## config.mk

```make
export PLATFORM = sky130hd
export DESIGN_NAME = sync_edge_det
export DESIGN_NICKNAME = d
export VERILOG_FILES = /design/src/rtl/sync_edge_det.sv
export SDC_FILE = /design/constraint.sdc
export NUM_CORES = 1
export LEC_CHECK = 0
export ABC_AREA = 1
export BUFFER_PORTS_ARGS = -buffer_cell sky130_fd_sc_hd__buf_4
export CAP_MARGIN = 30
export CORE_AREA = 2 2 39 41
export CTS_BUF_LIST = sky130_fd_sc_hd__clkbuf_8 sky130_fd_sc_hd__clkbuf_16
export CTS_CLUSTER_DIAMETER = 60
export DETAILED_ROUTE_END_ITERATION = 8
export DIE_AREA = 0 0 41 43
export PLACE_DENSITY_LB_ADDON = 0.08
export REMOVE_ABC_BUFFERS = 1
export SKIP_LAST_GASP = 1
export SLEW_MARGIN = 10
export SYNTH_ARGS = -nofsm -noshare
export SYNTH_HDL_FRONTEND = slang
export SYNTH_SLANG_ARGS = --single-unit
```

## constraint.sdc

```tcl
create_clock -name clk -period 1.04 [get_ports clk]
set_input_delay 0.052 -clock clk [delete_from_list [all_inputs] [get_ports clk]]
set_output_delay 0.052 -clock clk [all_outputs]
set_load 0.005 [all_outputs]
```

## src/rtl/sync_edge_det.sv

```systemverilog
// Two-flop synchroniser for an asynchronous pin, followed by registered
// single-cycle rise/fall pulses. A pin edge shows up as a pulse on the
// third SYSCLK edge after it.
module sync_edge_det (
  input  logic clk,
  input  logic rst,
  input  logic din,
  output logic rise,
  output logic fall
);

  logic meta_q, meta_d;
  logic sync_q, sync_d;
  logic prev_q, prev_d;
  logic rise_q, rise_d;
  logic fall_q, fall_d;

  // Next values: shift the pin through the chain and compare the last two taps.
  // NOTE: every always_comb output gets a value on every path, so no latch is inferred.
  always_comb begin
    meta_d = din;
    sync_d = meta_q;
    prev_d = sync_q;
    rise_d = sync_q & ~prev_q;
    fall_d = ~sync_q & prev_q;
  end

  // Synchroniser and pulse registers, cleared by reset.
  // NOTE: flops use non-blocking assignments so all stages update together on the edge.
  always_ff @(posedge clk or posedge rst) begin
    if (rst) begin
      meta_q <= 1'b0;
      sync_q <= 1'b0;
      prev_q <= 1'b0;
      rise_q <= 1'b0;
      fall_q <= 1'b0;
    end else begin
      meta_q <= meta_d;
      sync_q <= sync_d;
      prev_q <= prev_d;
      rise_q <= rise_d;
      fall_q <= fall_d;
    end
  end

  assign rise = rise_q;
  assign fall = fall_q;

endmodule

```

==> results.py, run 1 <==
metrics = {
    "critical_path": {
        "critPathMaxStageDelay_ns": 0.35,
        "worstReg2RegEnd": "rise",
        "path_max_fanout": 1,
        "cp-end-kind": "output pin",
        "worstSetupPathType": "flop to output pin",
        "rr_worst_depth": 2,
        "reg2reg_from": "prev_d",
        "worstPathCellList": "buf_4",
        "rrSetupSlack_ns": 0.46,
        "cp_top_family": "flip-flops",
        "cp-start-kind": "flop",
        "crit_required_ns": 0.99,
        "critPathSlowestCell": "dfrtp_1",
        "cp.arrival_ns": 0.69,
        "cp_num_buf_inv": 1,
    },
    "worst_hold_path": {
        "holdCritPathClass": "input port to asynchronous set/reset pin",
    },
    "routing": {
        "totalWireLength_um": 254,
        "vias": 101,
        "vias_per_cell": 2.81,
        "antenna_left": 0,
        "first_pass_iters": 1,
        "drc": 0,
        "avgRoutedWirePerCell_um": 7.06,
        "drt_iter0_markers": 0,
    },
    "cells_and_area": {
        "antenna_cells": 0,
        "nets": 24,
        "syn_to_final_growth_pct": 80.0,
        "drive_gt1_share_pct": 35.0,
    },
    "sta": {
        "fin_worst_skew_ns": 0.00109,
        "fmax_mhz": 1340,
        "finalMaxSlewViolations": 0,
        "min_period_ns": 0.744,
        "max-slew-margin-rel_pct": 86.1,
        "finalSetupViolCount": 0,
        "rsz0062_at_grt": "false",
        "worst_pin_slew_ns": 0.209,
        "fin_setup_tns_ns": 0,
        "fin_crit_sh_pct": 71.5,
        "hold_viol": 0,
    },
    "grt": {
        "grt_max_degree": 6,
        "grt_pass1_vias": 112,
        "grt_usage_pct": 4.85,
        "antenna_found_initial": 0,
        "grt-ovfl-total": 0,
        "grt_pass1_wl_um": 441,
    },
    "floorplanning": {
        "die_x_um": 41,
        "io_pins": 5,
        "rows": 14,
        "core_area_um2": 1380,
        "die_height_um": 43,
        "fp.dieArea_um2": 1760,
        "start_util_pct": 10.4,
    },
    "logic_synthesis": {
        "avgSynthCellArea_um2": 14.4,
        "synth_common_cells": "dfrtp_1 (5), inv_1 (3), nor2_1 (2)",
        "synth_cell_type_count": 3,
        "synthCells": 10,
        "yosys_register_bits": 5,
        "ys.flop_type": "dfrtp_1",
        "synth_top_cell_by_area": "dfrtp_1",
        "seq_area_frac_synth_pct": 87.0,
        "synth_edf_count": 0,
        "async_reset_ff_share_pct": 100,
        "ys.warnings.count": 0,
        "yosys.area.top_type_share_pct": 87.0,
        "yosys-top-cells-area": "dfrtp_1 (87%), inv_1 (7.8%), nor2_1 (5.2%)",
        "synth.most_common_cell": "dfrtp_1",
        "syn_area_um2": 144,
    },
    "status": {
        "outcome": "finished, final reports clean",
    },
    "clock_tree": {
        "post_cts_buffers": 0,
        "cts_tree": "built",
        "clock-sinks": 5,
        "clkTransAtPathRegs_ns": 0.04,
        "cts_resized": 0,
        "clock_latency_ns": 0.22,
        "ctsLongestPathBuffers": 2,
        "htreeDepth": 1,
        "cts_root_buf": "clkbuf_8",
        "numCtsBuffers": 3,
    },
    "job": {
        "maxCapViolCount": 0,
    },
    "pwr": {
        "irDropWorstVdd_mv": 0.630,
        "finalPower_uw": 577,
        "p_per_area_nw_per_um2": 2230,
        "power_leakage_nw": 0.136,
    },
    "placed_design": {
        "io_buffer_count": 4,
        "gp_congestion": 0.533,
        "dp_hpwl_um": 169,
    },
}
==> flip-flops by register name, indices dropped and copies added, names as in the netlist <==
register and count:
fall 1, meta_q 1, prev_d 1, prev_q 1
rise 1
==> cell usage in the layout (no fill, tap or decap), drive strengths merged <==
master and instances:
inv 4, clkbuf 3, nor2 2, dlygate4sd3 2, buf 4, dfrtp 5
==> per-layer routing <==
| layer | up-vias | wire [µm] | part of all wire (%) | track usage, % |
|---|---|---|---|---|
| li1 | 46 | - | - | - |
| met1 | 49 | 98 | 39 | 3.28 |
| met2 | 4 | 120 | 47 | 6.25 |
| met3 | 2 | 28 | 11 | 4.71 |
| met4 | 0 | 7 | 2.8 | 6.00 |
| met5 | - | 0 | 0 | 0 |
==> how the worst max path moves through the flow <==
stage,startpoint,endpoint,slack (ns),cells past startpoint
floorplan,prev_d,rise,0.49,2
global placement,prev_d,rise,0.46,2
detailed placement,prev_d,rise,0.46,2
CTS,rise,rise,0.28,1
global route,fall,fall,0.27,1
finish,rise,rise,0.30,1
==> through the flow <==
stage | setup slack (ns) | cells | util (%) | hold slack, ns | cell area, µm²
floorplan | 0.486 | 10 | - | -0.169 | 144
global placement | 0.464 | 30 | 14.0 | -0.0269 | 194
detailed placement | 0.459 | 30 | 14.0 | -0.0180 | 194
CTS | 0.285 | 36 | 18.7 | 0.311 | 259
global route | 0.272 | 36 | 18.7 | 0.336 | 259
finish | 0.296 | 36 | 18.7 | 0.300 | 259
==> cell type report <==
type	instances	area, µm²
clock buffer	3	41.3
clock inverter	1	3.75
fill	156	1120
inverter	3	11.3
multi-input combinational	2	7.51
sequential	5	125
tap	16	20.0
timing repair buffer	6	50.0
==> cell families after synthesis <==
kind of cell	count (synthesis)	synth area share, %
DFF	5	87.0
buffers and inverters	3	7.83
and+or+nand+nor	2	5.22
==> report_power, final <==
group / switching [mW] / leakage (nW) / internal (mW)
Sequential: 0.00391 / 0.0607 / 0.206
Clock: 0.0896 / 0.0269 / 0.253
Combinational: 0.00933 / 0.0481 / 0.0158
Total: 0.103 / 0.136 / 0.474
==> what timing repair did <==
action | in CTS | in global routing
endpoints found under the setup margin | 0 | 0
hold endpoints to repair | 6 | 0
hold buffers | 2 | 0
No activity file was read; power rests on OpenSTA's default activity.
==> run 2, diff against run 1 <==
Settings changed: ABC_AREA 1 to 0.
Clock period 1.04 ns to 0.8 ns, I/O delays scaled along.
==> run 2 against run 1 <==
Against the previous run: die area did not move; power is 31% higher; clock skew shrank 0.00095 ns; combinational power up 31%; non-clock buffer count is the same.
==> results.py, run 2 <==
metrics = {
    "status": {
        "outcome": "finished, final reports clean",
    },
    "critical_path": {
        "worstSetupPathType": "flop to output pin",
        "critPathMaxStageDelay_ns": 0.35,
        "cp_top_family": "flip-flops",
        "critPathSlowestCell": "dfrtp_1",
        "crit_required_ns": 0.76,
        "path_max_fanout": 1,
        "cp-end-kind": "output pin",
        "cp.arrival_ns": 0.70,
        "cp_num_buf_inv": 1,
        "worstPathCellList": "buf_4",
        "cp-start-kind": "flop",
    },
    "grt": {
        "grt_usage_pct": 4.63,
        "antenna_found_initial": 0,
        "grt_pass1_vias": 114,
        "grt-ovfl-total": 0,
        "grt_max_degree": 6,
        "grt_pass1_wl_um": 455,
    },
    "routing": {
        "first_pass_iters": 2,
        "vias_per_cell": 2.68,
        "antenna_left": 0,
        "totalWireLength_um": 241,
        "drc": 0,
        "vias": 91,
        "avgRoutedWirePerCell_um": 7.09,
        "drt_iter0_markers": 2,
    },
    "cells_and_area": {
        "multiInputGateArea_um2": 15.0,
        "postLayoutCellArea_um2": 259,
        "fin_util_pct": 18.7,
        "regArea_um2": 125,
        "layout_commonest_cell": "dfrtp_1",
        "final_cell_mix": "dfrtp_1 (5), buf_4 (4), clkbuf_8 (3)",
        "drive_gt1_share_pct": 44.4,
        "nets": 22,
        "fillers": 149,
        "antenna_cells": 0,
        "syn_to_final_growth_pct": 80.0,
    },
    "clock_tree": {
        "clkTransAtPathRegs_ns": 0.04,
        "clock_latency_ns": 0.22,
        "numCtsBuffers": 3,
        "cts_root_buf": "clkbuf_8",
        "cts_resized": 0,
        "cts_tree": "built",
        "clock-sinks": 5,
        "ctsLongestPathBuffers": 2,
        "htreeDepth": 1,
    },
    "floorplanning": {
        "start_util_pct": 10.4,
        "fp.dieArea_um2": 1760,
        "io_pins": 5,
        "die_height_um": 43,
        "core_area_um2": 1380,
        "die_x_um": 41,
        "rows": 14,
    },
    "logic_synthesis": {
        "yosys-top-cells-area": "dfrtp_1 (87%), and2b_2 (6.1%), nor2b_1 (4.3%)",
        "synth_common_cells": "dfrtp_1 (5), and2b_2 (1), inv_1 (1), nor2b_1 (1)",
        "ys.flop_type": "dfrtp_1",
        "async_reset_ff_share_pct": 100,
        "synth_top_cell_by_area": "dfrtp_1",
        "synthCells": 8,
        "syn_area_um2": 144,
        "synth_cell_type_count": 4,
        "avgSynthCellArea_um2": 18.0,
        "ys.warnings.count": 0,
        "synth.most_common_cell": "dfrtp_1",
        "yosys.area.top_type_share_pct": 87.0,
        "seq_area_frac_synth_pct": 87.0,
        "synth_edf_count": 0,
        "yosys_register_bits": 5,
    },
    "sta": {
        "fin_worst_skew_ns": 0.000142,
        "finalMaxSlewViolations": 0,
        "rsz0062_at_grt": "false",
        "worst_pin_slew_ns": 0.184,
        "finalSetupViolCount": 0,
        "min_period_ns": 0.736,
        "max-slew-margin-rel_pct": 87.7,
        "hold_viol": 0,
        "fin_setup_tns_ns": 0,
        "fmax_mhz": 1360,
        "fin_crit_sh_pct": 92.0,
    },
    "job": {
        "maxCapViolCount": 0,
    },
    "worst_hold_path": {
        "holdCritPathClass": "input port to asynchronous set/reset pin",
    },
    "pwr": {
        "pwr-share-comb_pct": 4.4,
        "finalPower_uw": 756,
        "p_seq_share_pct": 35.9,
        "power_leakage_nw": 0.128,
        "power_switching_uw": 138,
        "irDropWorstVdd_mv": 0.687,
        "p_int_uw": 618,
        "p_clk_share_pct": 59.7,
        "p_per_area_nw_per_um2": 2920,
        "switching_share_pct": 18.2,
    },
    "placed_design": {
        "gp_congestion": 0.573,
        "place_area_um2": 194,
        "io_buffer_count": 4,
    },
}
run 2: cell types whose count changed after synthesis:
cell,change
nor2_1,-2
inv_1,-2
and2b_2,+1
nor2b_1,+1
run 2: final cells by class:
class	count	share of cell area (%)
clock buffer	3	15.9
multi-input combinational	2	5.80
inverter	1	1.45
tap	16	7.73
sequential	5	48.3
timing repair buffer	6	19.3
clock inverter	1	1.45
run 2: path summary, 6_finish.rpt:
path	slack (ns)	depth (start not counted)	from	end
worst max-delay path	0.06	1	fall	fall
worst min-delay path	0.28	3	rst	prev_q
worst max register to register	0.14	1	prev_q	fall
worst min register to register	0.35	0	meta_q	prev_d
max in group asynchronous	0.35	3	rst	meta_q
min in group clk	0.35	0	meta_q	prev_d
run 2: cells by family (layout without fill, tap and decap cells):
family | after synthesis | in the layout | synth area share, %
simple gates | 2 | 2 | 10.4
buf+inv | 1 | 11 | 2.61
flops | 5 | 5 | 87.0
run 2: timing repair:
| action | 4_1_cts | 5_1_grt |
|---|---|---|
| hold endpoints to repair | 6 | 0 |
| hold buffers | 2 | 0 |
| setup buffers | 0 | 0 |
run 2: per-stage QoR:
step	setup WS, ns	hold slack [ns]	instances
after detailed placement	0.139	-0.0415	28
after global routing	0.0289	0.318	34
after global placement	0.127	-0.0408	28
after floorplan	0.157	-0.181	8
final	0.0637	0.284	34
after CTS	0.0531	0.290	34
run 2: power by group through the flow:
stage	combinational [mW]	clock (mW)	sequential, mW
after global routing	0.0384	0.498	0.273
after floorplan	0.00835	0	0.275
after detailed placement	0.0262	0	0.275
after CTS	0.0340	0.466	0.272
after global placement	0.0262	0	0.275
final	0.0330	0.452	0.272
run 2: metal layers:
layer  global-route usage (%)  wire (µm)  vias up
met2                     5.63        116        5
met4                     4.00          0        0
met5                        0          0        -
met3                     6.28         32        0
li1                         -          -       42
met1                     3.25         92       44
==> run 3, diff against run 2 <==
Settings changed: CTS_BUF_LIST sky130_fd_sc_hd__clkbuf_8 sky130_fd_sc_hd__clkbuf_16 to sky130_fd_sc_hd__clkbuf_4 sky130_fd_sc_hd__clkbuf_8 sky130_fd_sc_hd__clkbuf_16.
==> run 3 against run 2 <==
Against the previous run: global-route usage is 0.60 points higher; clock power is 28% lower; power decreased by 16%; largest cell class unchanged; largest power group unchanged; highest routed layer unchanged.
==> results.py, run 3 (synthesis gave the netlist of run 2 again) <==
metrics = {
    "status": {
        "outcome": "finished, final reports clean",
    },
    "sta": {
        "finalMaxSlewViolations": 0,
        "fin_setup_tns_ns": 0,
        "min_period_ns": 0.758,
        "max-slew-margin-rel_pct": 87.8,
        "rsz0062_at_grt": "true",
        "finalSetupViolCount": 0,
        "hold_viol": 0,
        "setup_ws_ns": 0.0420,
        "fin_worst_skew_ns": 0.00182,
        "worst_pin_slew_ns": 0.183,
        "fin_crit_sh_pct": 94.7,
        "fmax_mhz": 1320,
    },
    "routing": {
        "drc": 0,
        "totalWireLength_um": 224,
        "antenna_left": 0,
        "drt_iter0_markers": 0,
        "first_pass_iters": 1,
        "vias_per_cell": 2.68,
        "vias": 91,
        "avgRoutedWirePerCell_um": 6.59,
    },
    "worst_hold_path": {
        "holdCritPathClass": "input port to asynchronous set/reset pin",
    },
    "placed_design": {
        "dpl.cell_count": 28,
        "gp_congestion": 0.573,
        "dp_slack_ns": 0.139,
        "io_buffer_count": 4,
    },
    "pwr": {
        "p_per_area_nw_per_um2": 2520,
        "irDropWorstVdd_mv": 0.491,
        "power_leakage_nw": 0.122,
        "finalPower_uw": 634,
    },
    "cells_and_area": {
        "fin_util_pct": 18.2,
        "layout_commonest_cell": "dfrtp_1",
        "final_cell_mix": "dfrtp_1 (5), clkbuf_4 (4), dlygate4sd3_1 (2), buf_4 (2), buf_6 (2)",
        "drive_gt1_share_pct": 50.0,
        "antenna_cells": 0,
        "syn_to_final_growth_pct": 74.8,
        "nets": 22,
        "fin_cells": 34,
    },
    "critical_path": {
        "path_max_fanout": 1,
        "cp-end-kind": "output pin",
        "worstReg2RegEnd": "fall",
        "rrSetupSlack_ns": 0.14,
        "crit_start": "fall",
        "worstPathCellList": "buf_6",
        "worstSetupPathType": "flop to output pin",
        "cp-start-kind": "flop",
        "rr_worst_depth": 1,
        "critPathMaxStageDelay_ns": 0.37,
        "crit_required_ns": 0.76,
        "critPathSlowestCell": "dfrtp_1",
        "cp_top_family": "flip-flops",
        "reg2reg_from": "prev_q",
        "cp_num_buf_inv": 1,
        "cp.arrival_ns": 0.72,
    },
    "grt": {
        "grt-ovfl-total": 0,
        "grt_pass1_vias": 114,
        "grt_max_degree": 6,
        "grt_pass1_wl_um": 462,
        "antenna_found_initial": 0,
        "grt_usage_pct": 5.24,
    },
    "floorplanning": {
        "die_x_um": 41,
        "fp.dieArea_um2": 1760,
        "start_util_pct": 10.4,
        "die_height_um": 43,
        "core_area_um2": 1380,
        "rows": 14,
        "io_pins": 5,
    },
    "clock_tree": {
        "cts_root_buf": "clkbuf_4",
        "htreeDepth": 1,
        "cts_tree": "built",
        "ctsLongestPathBuffers": 2,
        "clock_latency_ns": 0.24,
        "clock-sinks": 5,
        "post_cts_buffers": 0,
        "clkTransAtPathRegs_ns": 0.04,
        "numCtsBuffers": 3,
    },
    "job": {
        "maxCapViolCount": 0,
    },
}
==> run 3: cell types whose count changed in the layout (fill, tap and decap cells not counted) <==
cell / previous run / this run
buf_4: 4 / 2
buf_6: 0 / 2
clkbuf_4: 0 / 4
clkbuf_8: 3 / 0
inv_1: 2 / 1
==> run 3: repair_timing <==
item	4_1_cts	5_1_grt
setup endpoints to repair	0	2
hold buffers	2	0
resized for setup	0	2
hold endpoints to repair	6	0
==> run 3: cell type report <==
class	count	area, µm²
Clock buffer	4	30.0
Fill cell	149	1130
Inverter	1	3.75
Timing Repair Buffer	6	57.6
Tap cell	16	20.0
Multi-Input combinational cell	2	15.0
Sequential cell	5	125
==> run 3: report_power, final <==
group	internal, mW	switching, mW	total (mW)
Sequential	0.267	0.00527	0.272
Clock	0.222	0.103	0.326
Combinational	0.0253	0.0106	0.0358
Total	0.514	0.119	0.634
==> run 3: through the flow <==
step	hold WS (ns)	area [µm²]
finish	0.259	251
global route	0.276	251
CTS	0.257	244
detailed placement	-0.0415	194
global placement	-0.0408	194
floorplan	-0.181	144
==> run 3: routing by layer <==
layer	vias up	routed length [µm]	global-route usage (%)
met5	-	0	0
met4	0	0	6.00
met3	0	30	7.85
met2	5	116	5.63
met1	43	78	3.25
li1	43	-	-
==> run 3: worst max path at each step <==
stage,end,depth (start not counted)
3_3_place_gp,fall,1
2_1_floorplan,fall,1
4_1_cts,fall,1
6_report,fall,1
5_1_grt,fall,1
3_5_place_dp,fall,1
